<file path="config.mk">
export PLATFORM = sky130hd
export DESIGN_NAME = motoro3_gate_mon
export DESIGN_NICKNAME = d
export VERILOG_FILES = /design/src/rtl/motoro3_pkg.sv /design/src/rtl/motoro3_patdec.sv /design/src/rtl/motoro3_gate_mon.sv
export SDC_FILE = /design/constraint.sdc
export NUM_CORES = 1
export LEC_CHECK = 0
export ABC_AREA = 0
export CAP_MARGIN = 20
export CELL_PAD_IN_SITES_DETAIL_PLACEMENT = 1
export CELL_PAD_IN_SITES_GLOBAL_PLACEMENT = 1
export CORE_MARGIN = 2
export CORE_UTILIZATION = 40
export DETAILED_ROUTE_END_ITERATION = 8
export PLACE_DENSITY_LB_ADDON = 0.1
export RECOVER_POWER = 25
export SLEW_MARGIN = 20
export SYNTH_ARGS = -nofsm -noshare
export SYNTH_HDL_FRONTEND = slang
export SYNTH_HIERARCHICAL = 1
export SYNTH_SLANG_ARGS = --single-unit
export TNS_END_PERCENT = 5
</file>
<file path="constraint.sdc">
create_clock -name clk -period 3.25 [get_ports clk]
set_clock_uncertainty 0.1 [all_clocks]
set_input_delay 0.4875 -clock clk [delete_from_list [all_inputs] [get_ports clk]]
set_output_delay 0.4875 -clock clk [all_outputs]
set_load 0.01 [all_outputs]
</file>
<file path="src/rtl/motoro3_pkg.sv">
// Shared types and helpers for the motoro3 gate-pattern monitor.
// Gate bus bit order everywhere: {aH, aL, bH, bL, cH, cL}.
package motoro3_pkg;

  // Six-step commutation patterns, indexed by step number.
  localparam logic [5:0][5:0] STEP_PAT = {
    6'b00_01_10,  // 5: cH, bL
    6'b01_00_10,  // 4: cH, aL
    6'b01_10_00,  // 3: bH, aL
    6'b00_10_01,  // 2: bH, cL
    6'b10_00_01,  // 1: aH, cL
    6'b10_01_00   // 0: aH, bL
  };

  typedef enum logic [2:0] {
    PC_STEP,
    PC_OFF,
    PC_HALF,
    PC_SHOOT,
    PC_ILLEGAL
  } pat_class_e;

  typedef enum logic [1:0] {
    ST_IDLE,
    ST_STEP,
    ST_GAP
  } state_e;

  function automatic logic [2:0] step_next(input logic [2:0] s);
    return (s == 3'd5) ? 3'd0 : s + 3'd1;
  endfunction

  function automatic logic [2:0] step_prev(input logic [2:0] s);
    return (s == 3'd0) ? 3'd5 : s - 3'd1;
  endfunction

endpackage

</file>
<file path="src/rtl/motoro3_patdec.sv">
// Combinational classifier: registered gate pattern -> pattern class and step.
module motoro3_patdec
  import motoro3_pkg::*;
(
  input  logic [5:0] pat,
  output pat_class_e pat_class,
  output logic [2:0] pat_step
);

  logic shoot;
  assign shoot = (pat[5] & pat[4]) | (pat[3] & pat[2]) | (pat[1] & pat[0]);

  // Classify; shoot-through outranks everything, then off/half, then step match.
  always_comb begin
    // NOTE: every output gets a default before any branch so no latch is inferred.
    pat_class = PC_ILLEGAL;
    pat_step  = 3'd0;
    if (shoot) begin
      pat_class = PC_SHOOT;
    end else if (pat == 6'b0) begin
      pat_class = PC_OFF;
    end else if ((pat & (pat - 6'd1)) == 6'b0) begin
      pat_class = PC_HALF;
    end else begin
      for (int i = 0; i < 6; i++) begin
        if (pat == STEP_PAT[i]) begin
          pat_class = PC_STEP;
          pat_step  = 3'(i);
        end
      end
    end
  end

endmodule

</file>
<file path="src/rtl/motoro3_gate_mon.sv">
// Gate-pattern monitor: recovers step, direction and step period from the six
// gate lines, and raises sticky faults for shoot-through, illegal patterns,
// skipped steps and stalls.
module motoro3_gate_mon
  import motoro3_pkg::*;
#(
  parameter int PW       = 20,
  parameter int DEAD_MAX = 16
) (
  input  logic          clk,
  input  logic          nRst,
  input  logic          aH,
  input  logic          aL,
  input  logic          bH,
  input  logic          bL,
  input  logic          cH,
  input  logic          cL,
  input  logic          fltClr,
  output logic [2:0]    stepIdx,
  output logic          stepVld,
  output logic          dir,
  output logic          dirVld,
  output logic [PW-1:0] period,
  output logic          periodVld,
  output logic          running,
  output logic          fltShoot,
  output logic          fltIllegal,
  output logic          fltSkip,
  output logic          fltStall
);

  localparam int            GW      = $clog2(DEAD_MAX + 1);
  localparam logic [GW-1:0] GAP_MAX = GW'(DEAD_MAX);
  localparam logic [PW-1:0] CNT_MAX = '1;

  logic [5:0]    pat_reg;
  pat_class_e    pat_class;
  logic [2:0]    pat_step;
  state_e        state, state_nxt;
  logic [PW-1:0] cnt;
  logic [GW-1:0] gap_cnt;
  logic          have_dir;  // previous entry was adjacent, so dir can be compared

  logic is_step, new_step, is_fwd, is_rev, adjacent;
  logic start_run, entry, cnt_inc, gap_start, gap_inc;
  logic set_shoot, set_illegal, set_stall;

  motoro3_patdec u_patdec (
    .pat       (pat_reg),
    .pat_class (pat_class),
    .pat_step  (pat_step)
  );

  assign is_step  = (pat_class == PC_STEP);
  assign new_step = (pat_step != stepIdx);
  assign is_fwd   = (pat_step == step_next(stepIdx));
  assign is_rev   = (pat_step == step_prev(stepIdx));
  assign adjacent = is_fwd | is_rev;

  // Single input register; all decoding looks at pat_reg only.
  always_ff @(posedge clk or negedge nRst) begin
    // NOTE: sequential state uses non-blocking assignments so every register sees pre-edge values.
    if (!nRst) pat_reg <= 6'b0;
    else       pat_reg <= {aH, aL, bH, bL, cH, cL};
  end

  // State register.
  always_ff @(posedge clk or negedge nRst) begin
    if (!nRst) state <= ST_IDLE;
    else       state <= state_nxt;
  end

  // Next state plus the event strobes that steer counters and flags.
  always_comb begin
    state_nxt   = state;
    start_run   = 1'b0;
    entry       = 1'b0;
    cnt_inc     = 1'b0;
    gap_start   = 1'b0;
    gap_inc     = 1'b0;
    set_shoot   = 1'b0;
    set_illegal = 1'b0;
    set_stall   = 1'b0;
    if (pat_class == PC_SHOOT) begin
      set_shoot = 1'b1;
      state_nxt = ST_IDLE;
    end else if (pat_class == PC_ILLEGAL) begin
      set_illegal = 1'b1;
      state_nxt   = ST_IDLE;
    end else begin
      unique case (state)
        ST_IDLE: begin
          if (is_step) begin
            start_run = 1'b1;
            state_nxt = ST_STEP;
          end
        end
        ST_STEP: begin
          if (is_step && new_step) begin
            entry = 1'b1;
          end else if (cnt == CNT_MAX) begin
            set_stall = 1'b1;
            state_nxt = ST_IDLE;
          end else begin
            cnt_inc = 1'b1;
            if (!is_step) begin
              gap_start = 1'b1;
              state_nxt = ST_GAP;
            end
          end
        end
        ST_GAP: begin
          if (is_step && new_step) begin
            entry     = 1'b1;
            state_nxt = ST_STEP;
          end else if (!is_step && gap_cnt >= GAP_MAX) begin
            // A long all-off gap is a normal stop; a lingering single line is not.
            set_illegal = (pat_class == PC_HALF);
            state_nxt   = ST_IDLE;
          end else if (cnt == CNT_MAX) begin
            set_stall = 1'b1;
            state_nxt = ST_IDLE;
          end else begin
            cnt_inc = 1'b1;
            if (is_step) state_nxt = ST_STEP;
            else         gap_inc   = 1'b1;
          end
        end
        default: state_nxt = ST_IDLE;
      endcase
    end
  end

  // Status outputs decoded from state.
  always_comb begin
    stepVld = (state != ST_IDLE);
    running = (state != ST_IDLE);
  end

  // Step index, direction, period measurement and gap counting.
  always_ff @(posedge clk or negedge nRst) begin
    if (!nRst) begin
      stepIdx   <= 3'd0;
      dir       <= 1'b0;
      dirVld    <= 1'b0;
      have_dir  <= 1'b0;
      period    <= '0;
      periodVld <= 1'b0;
      cnt       <= '0;
      gap_cnt   <= '0;
    end else begin
      periodVld <= 1'b0;
      if (start_run) begin
        stepIdx  <= pat_step;
        cnt      <= PW'(1);
        dirVld   <= 1'b0;
        have_dir <= 1'b0;
      end else if (entry) begin
        stepIdx <= pat_step;
        cnt     <= PW'(1);
        if (adjacent) begin
          dir       <= is_fwd;
          dirVld    <= have_dir && (dir == is_fwd);
          have_dir  <= 1'b1;
          period    <= cnt;
          periodVld <= 1'b1;
        end else begin
          dirVld   <= 1'b0;
          have_dir <= 1'b0;
        end
      end else if (cnt_inc) begin
        cnt <= cnt + PW'(1);
      end

      if (gap_start)    gap_cnt <= GW'(1);
      else if (gap_inc) gap_cnt <= gap_cnt + GW'(1);

      if (state_nxt == ST_IDLE) begin
        dirVld   <= 1'b0;
        have_dir <= 1'b0;
      end
    end
  end

  // Sticky faults; a fault detected together with fltClr is kept.
  always_ff @(posedge clk or negedge nRst) begin
    if (!nRst) begin
      fltShoot   <= 1'b0;
      fltIllegal <= 1'b0;
      fltSkip    <= 1'b0;
      fltStall   <= 1'b0;
    end else begin
      fltShoot   <= (fltShoot   & ~fltClr) | set_shoot;
      fltIllegal <= (fltIllegal & ~fltClr) | set_illegal;
      fltSkip    <= (fltSkip    & ~fltClr) | (entry & ~adjacent);
      fltStall   <= (fltStall   & ~fltClr) | set_stall;
    end
  end

endmodule
</file>
==> results_dict.tcl <==
set metrics [dict create \
    status "finished, violations left" \
    violations "max-capacitance violations, max-slew violations" \
    synth.distinct_cells 61 \
    grt_max_degree 29 \
    cp.required_ns 3.37 \
    regToRegSetupSlack_ns 0.18 \
    cts_resized 0 \
    cp-endpoint "cnt[8]$_DFFE_PN0P_" \
    overflow 0 \
    netlist_area_um2 3570 \
    die_y_um 98.5 \
    regArea_um2 1610 \
    worstMarginPinSlew_ns 1.54 \
    powerDensity_nw_per_um2 482 \
    r2r-start "pat_reg[3]$_DFF_PN0_" \
    ant_nets 0 \
    fin_tns_setup_ns 0 \
    final_common_cell "dfrtp_1" \
    dieArea_um2 9700 \
    area_growth_pct 22.0 \
    setup_viol 0 \
    rsz0062_at_grt "no" \
    ys_seq_area_share_pct 44.9 \
    yosys_warnings 6 \
    fin_area_um2 4360 \
    synth_edf_count 0 \
    synth_ff_type "dfrtp_1" \
    portBuffers 40 \
    clk_pin_slew_ns 0.07 \
    num_vias 2819 \
    track_usage_pct 18.7 \
    grt_pass1_vias 2965 \
    period_share_pct 94.4 \
    initial_core_util_pct 41.1 \
    startpoint_type "flip-flop" \
    numCtsBuffers 9 \
    grt_first_pass_wirelength_um 14700 \
    ir_drop_mv 0.263 \
    remaining_drc_errors 0 \
    io_pins 41 \
    dp_slack_ns 0.0729 \
    cts_tree "built" \
    reg2reg_depth 9 \
    synthCells 358 \
    cts_max_path_buffers 2 \
    diodes 0 \
    min_period_ns 3.07 \
    synth_top_cell_area_share_pct 44.9 \
    gp_congestion 0.776 \
    cts_sinks 64 \
    setup_slack_ns 0.184 \
    mostFrequentLayoutCells "dfrtp_1 (60), clkdlybuf4s50_1 (33), nor2_1 (31)" \
    via_per_inst 5.39 \
    clock-root-buffer "clkbuf_8" \
    startpoint "pat_reg[3]$_DFF_PN0_" \
    fp.dieW_um 98.5 \
    final_net_count 427 \
    n_fill_cell 989 \
    hp-class "flip-flop to flip-flop" \
    syn-num-nets 374 \
    synthTopCellsByArea "dfrtp_1 (45%), mux2_2 (6.0%), xor2_1 (3.7%)" \
    crit_type "flip-flop to flip-flop" \
    grt_util_met1_pct 26.2 \
    wl_per_cell_um 16.2 \
    hpwl_um 6190 \
    drive_gt1_share_pct 18.3 \
    use_met3_pct 3.12 \
    grt_util_met2_pct 29.7 \
    cellLeakagePower_nw 1.89 \
    fin_util_pct 50.2 \
    fin_hold_ws_ns 0.410 \
    multi_input_area_um2 1820 \
    slew_viol_final 29 \
    antenna_found_initial 0 \
    cts-htree-levels 3 \
    critPathMaxFanout 11 \
    placed_area_um2 4180 \
    crit_path_end_kind "flip-flop" \
    ys_ff_latch 64 \
    placementRows 34 \
    cts_setup_buffers 0 \
    top_usage_layer "met2" \
    maxSlewHeadroom_pct -2.52 \
    synth_area_per_cell_um2 9.97 \
    max_clock_freq_mhz 326 \
    clk_latency_ns 0.34 \
    drtIter0Drc 72 \
    synth-async-reset-ratio_pct 100 \
    cp.arrival_ns 3.19 \
    cts_hold_buffers 0 \
    r2r-end "cnt[8]$_DFFE_PN0P_" \
    maxCapViolCount 1 \
    dr.pass1.iters 4 \
    hold_viol 0 \
    wirelength_um 8480 \
    synth_top_cell_by_area "dfrtp_1" \
    coreArea_um2 8680 \
]
## kinds of logic after synthesis
| family | Yosys count | synth area share [%] |
|---|---|---|
| muxes | 23 | 7.19 |
| and+or+nand+nor | 150 | 22.5 |
| DFF | 64 | 44.9 |
| xor gates and xnor gates | 24 | 7.15 |
| AOI/OAI and AO/OA | 58 | 11.3 |
| buffers and inverters | 32 | 4.59 |
| adders and majority gates | 7 | 2.45 |
## how the worst min path moves through the flow
| stage | from | to | depth (start not counted) |
|---|---|---|---|
| 2_1_floorplan | nRst | cnt[0]$_DFFE_PN0P_ | 0 |
| 3_3_place_gp | period[14]$_DFFE_PN0P_ | period[14]$_DFFE_PN0P_ | 1 |
| 3_5_place_dp | period[19]$_DFFE_PN0P_ | period[19]$_DFFE_PN0P_ | 1 |
| 4_1_cts | nRst | period[1]$_DFFE_PN0P_ | 1 |
| 5_1_grt | period[0]$_DFFE_PN0P_ | period[0]$_DFFE_PN0P_ | 1 |
| 6_report | period[14]$_DFFE_PN0P_ | period[14]$_DFFE_PN0P_ | 1 |
## Yosys cell counts (7+ instances only)
cell type	n
dfrtp_1	64
nor2_1	31
nand2_1	29
mux2_2	19
nand3_1	18
a21oi_1	15
xor2_1	15
nand4_1	13
o21ai_0	13
inv_1	10
nor4_1	8
buf_2	7
buf_4	7
ha_1	7
nand2b_1	7
## stage by stage
step | cells | power [mW]
2_1_floorplan | 358 | 1.30
3_3_place_gp | 508 | 1.49
3_5_place_dp | 508 | 1.50
4_1_cts | 523 | 2.13
5_1_grt | 523 | 2.25
6_report | 523 | 2.10
## critical path, cell delays in order (launching register included)
cell and delay [ns]:
dfrtp_1 0.53, or2b_1 0.30, nor4_1 0.30, buf_4 0.24, xnor2_4 0.14, a31oi_4 0.15
or3_1 0.52, or4_1 0.45, xor2_1 0.18, nor2_2 0.04
## cell type report
class / count / area share, %
clock buffer: 12 / 3.56
timing repair buffer: 64 / 13.4
tap: 108 / 3.10
multi-input combinational: 262 / 41.8
clock inverter: 3 / 0.402
sequential: 64 / 36.9
inverter: 10 / 0.862
## layer usage
metal / vias to the layer above / share of wire [%]
li1: 1377 / -
met1: 1402 / 49
met2: 32 / 48
met3: 8 / 2.1
met4: 0 / 1.1
met5: - / 0
## power by group
part	total, mW	leakage, nW	internal [mW]	switching, mW
Clock	0.617	0.0882	0.312	0.305
Sequential	0.939	0.863	0.856	0.0825
Combinational	0.546	0.943	0.238	0.309
Total	2.10	1.89	1.41	0.696
Note: power is estimated with default switching activity, not from simulation.
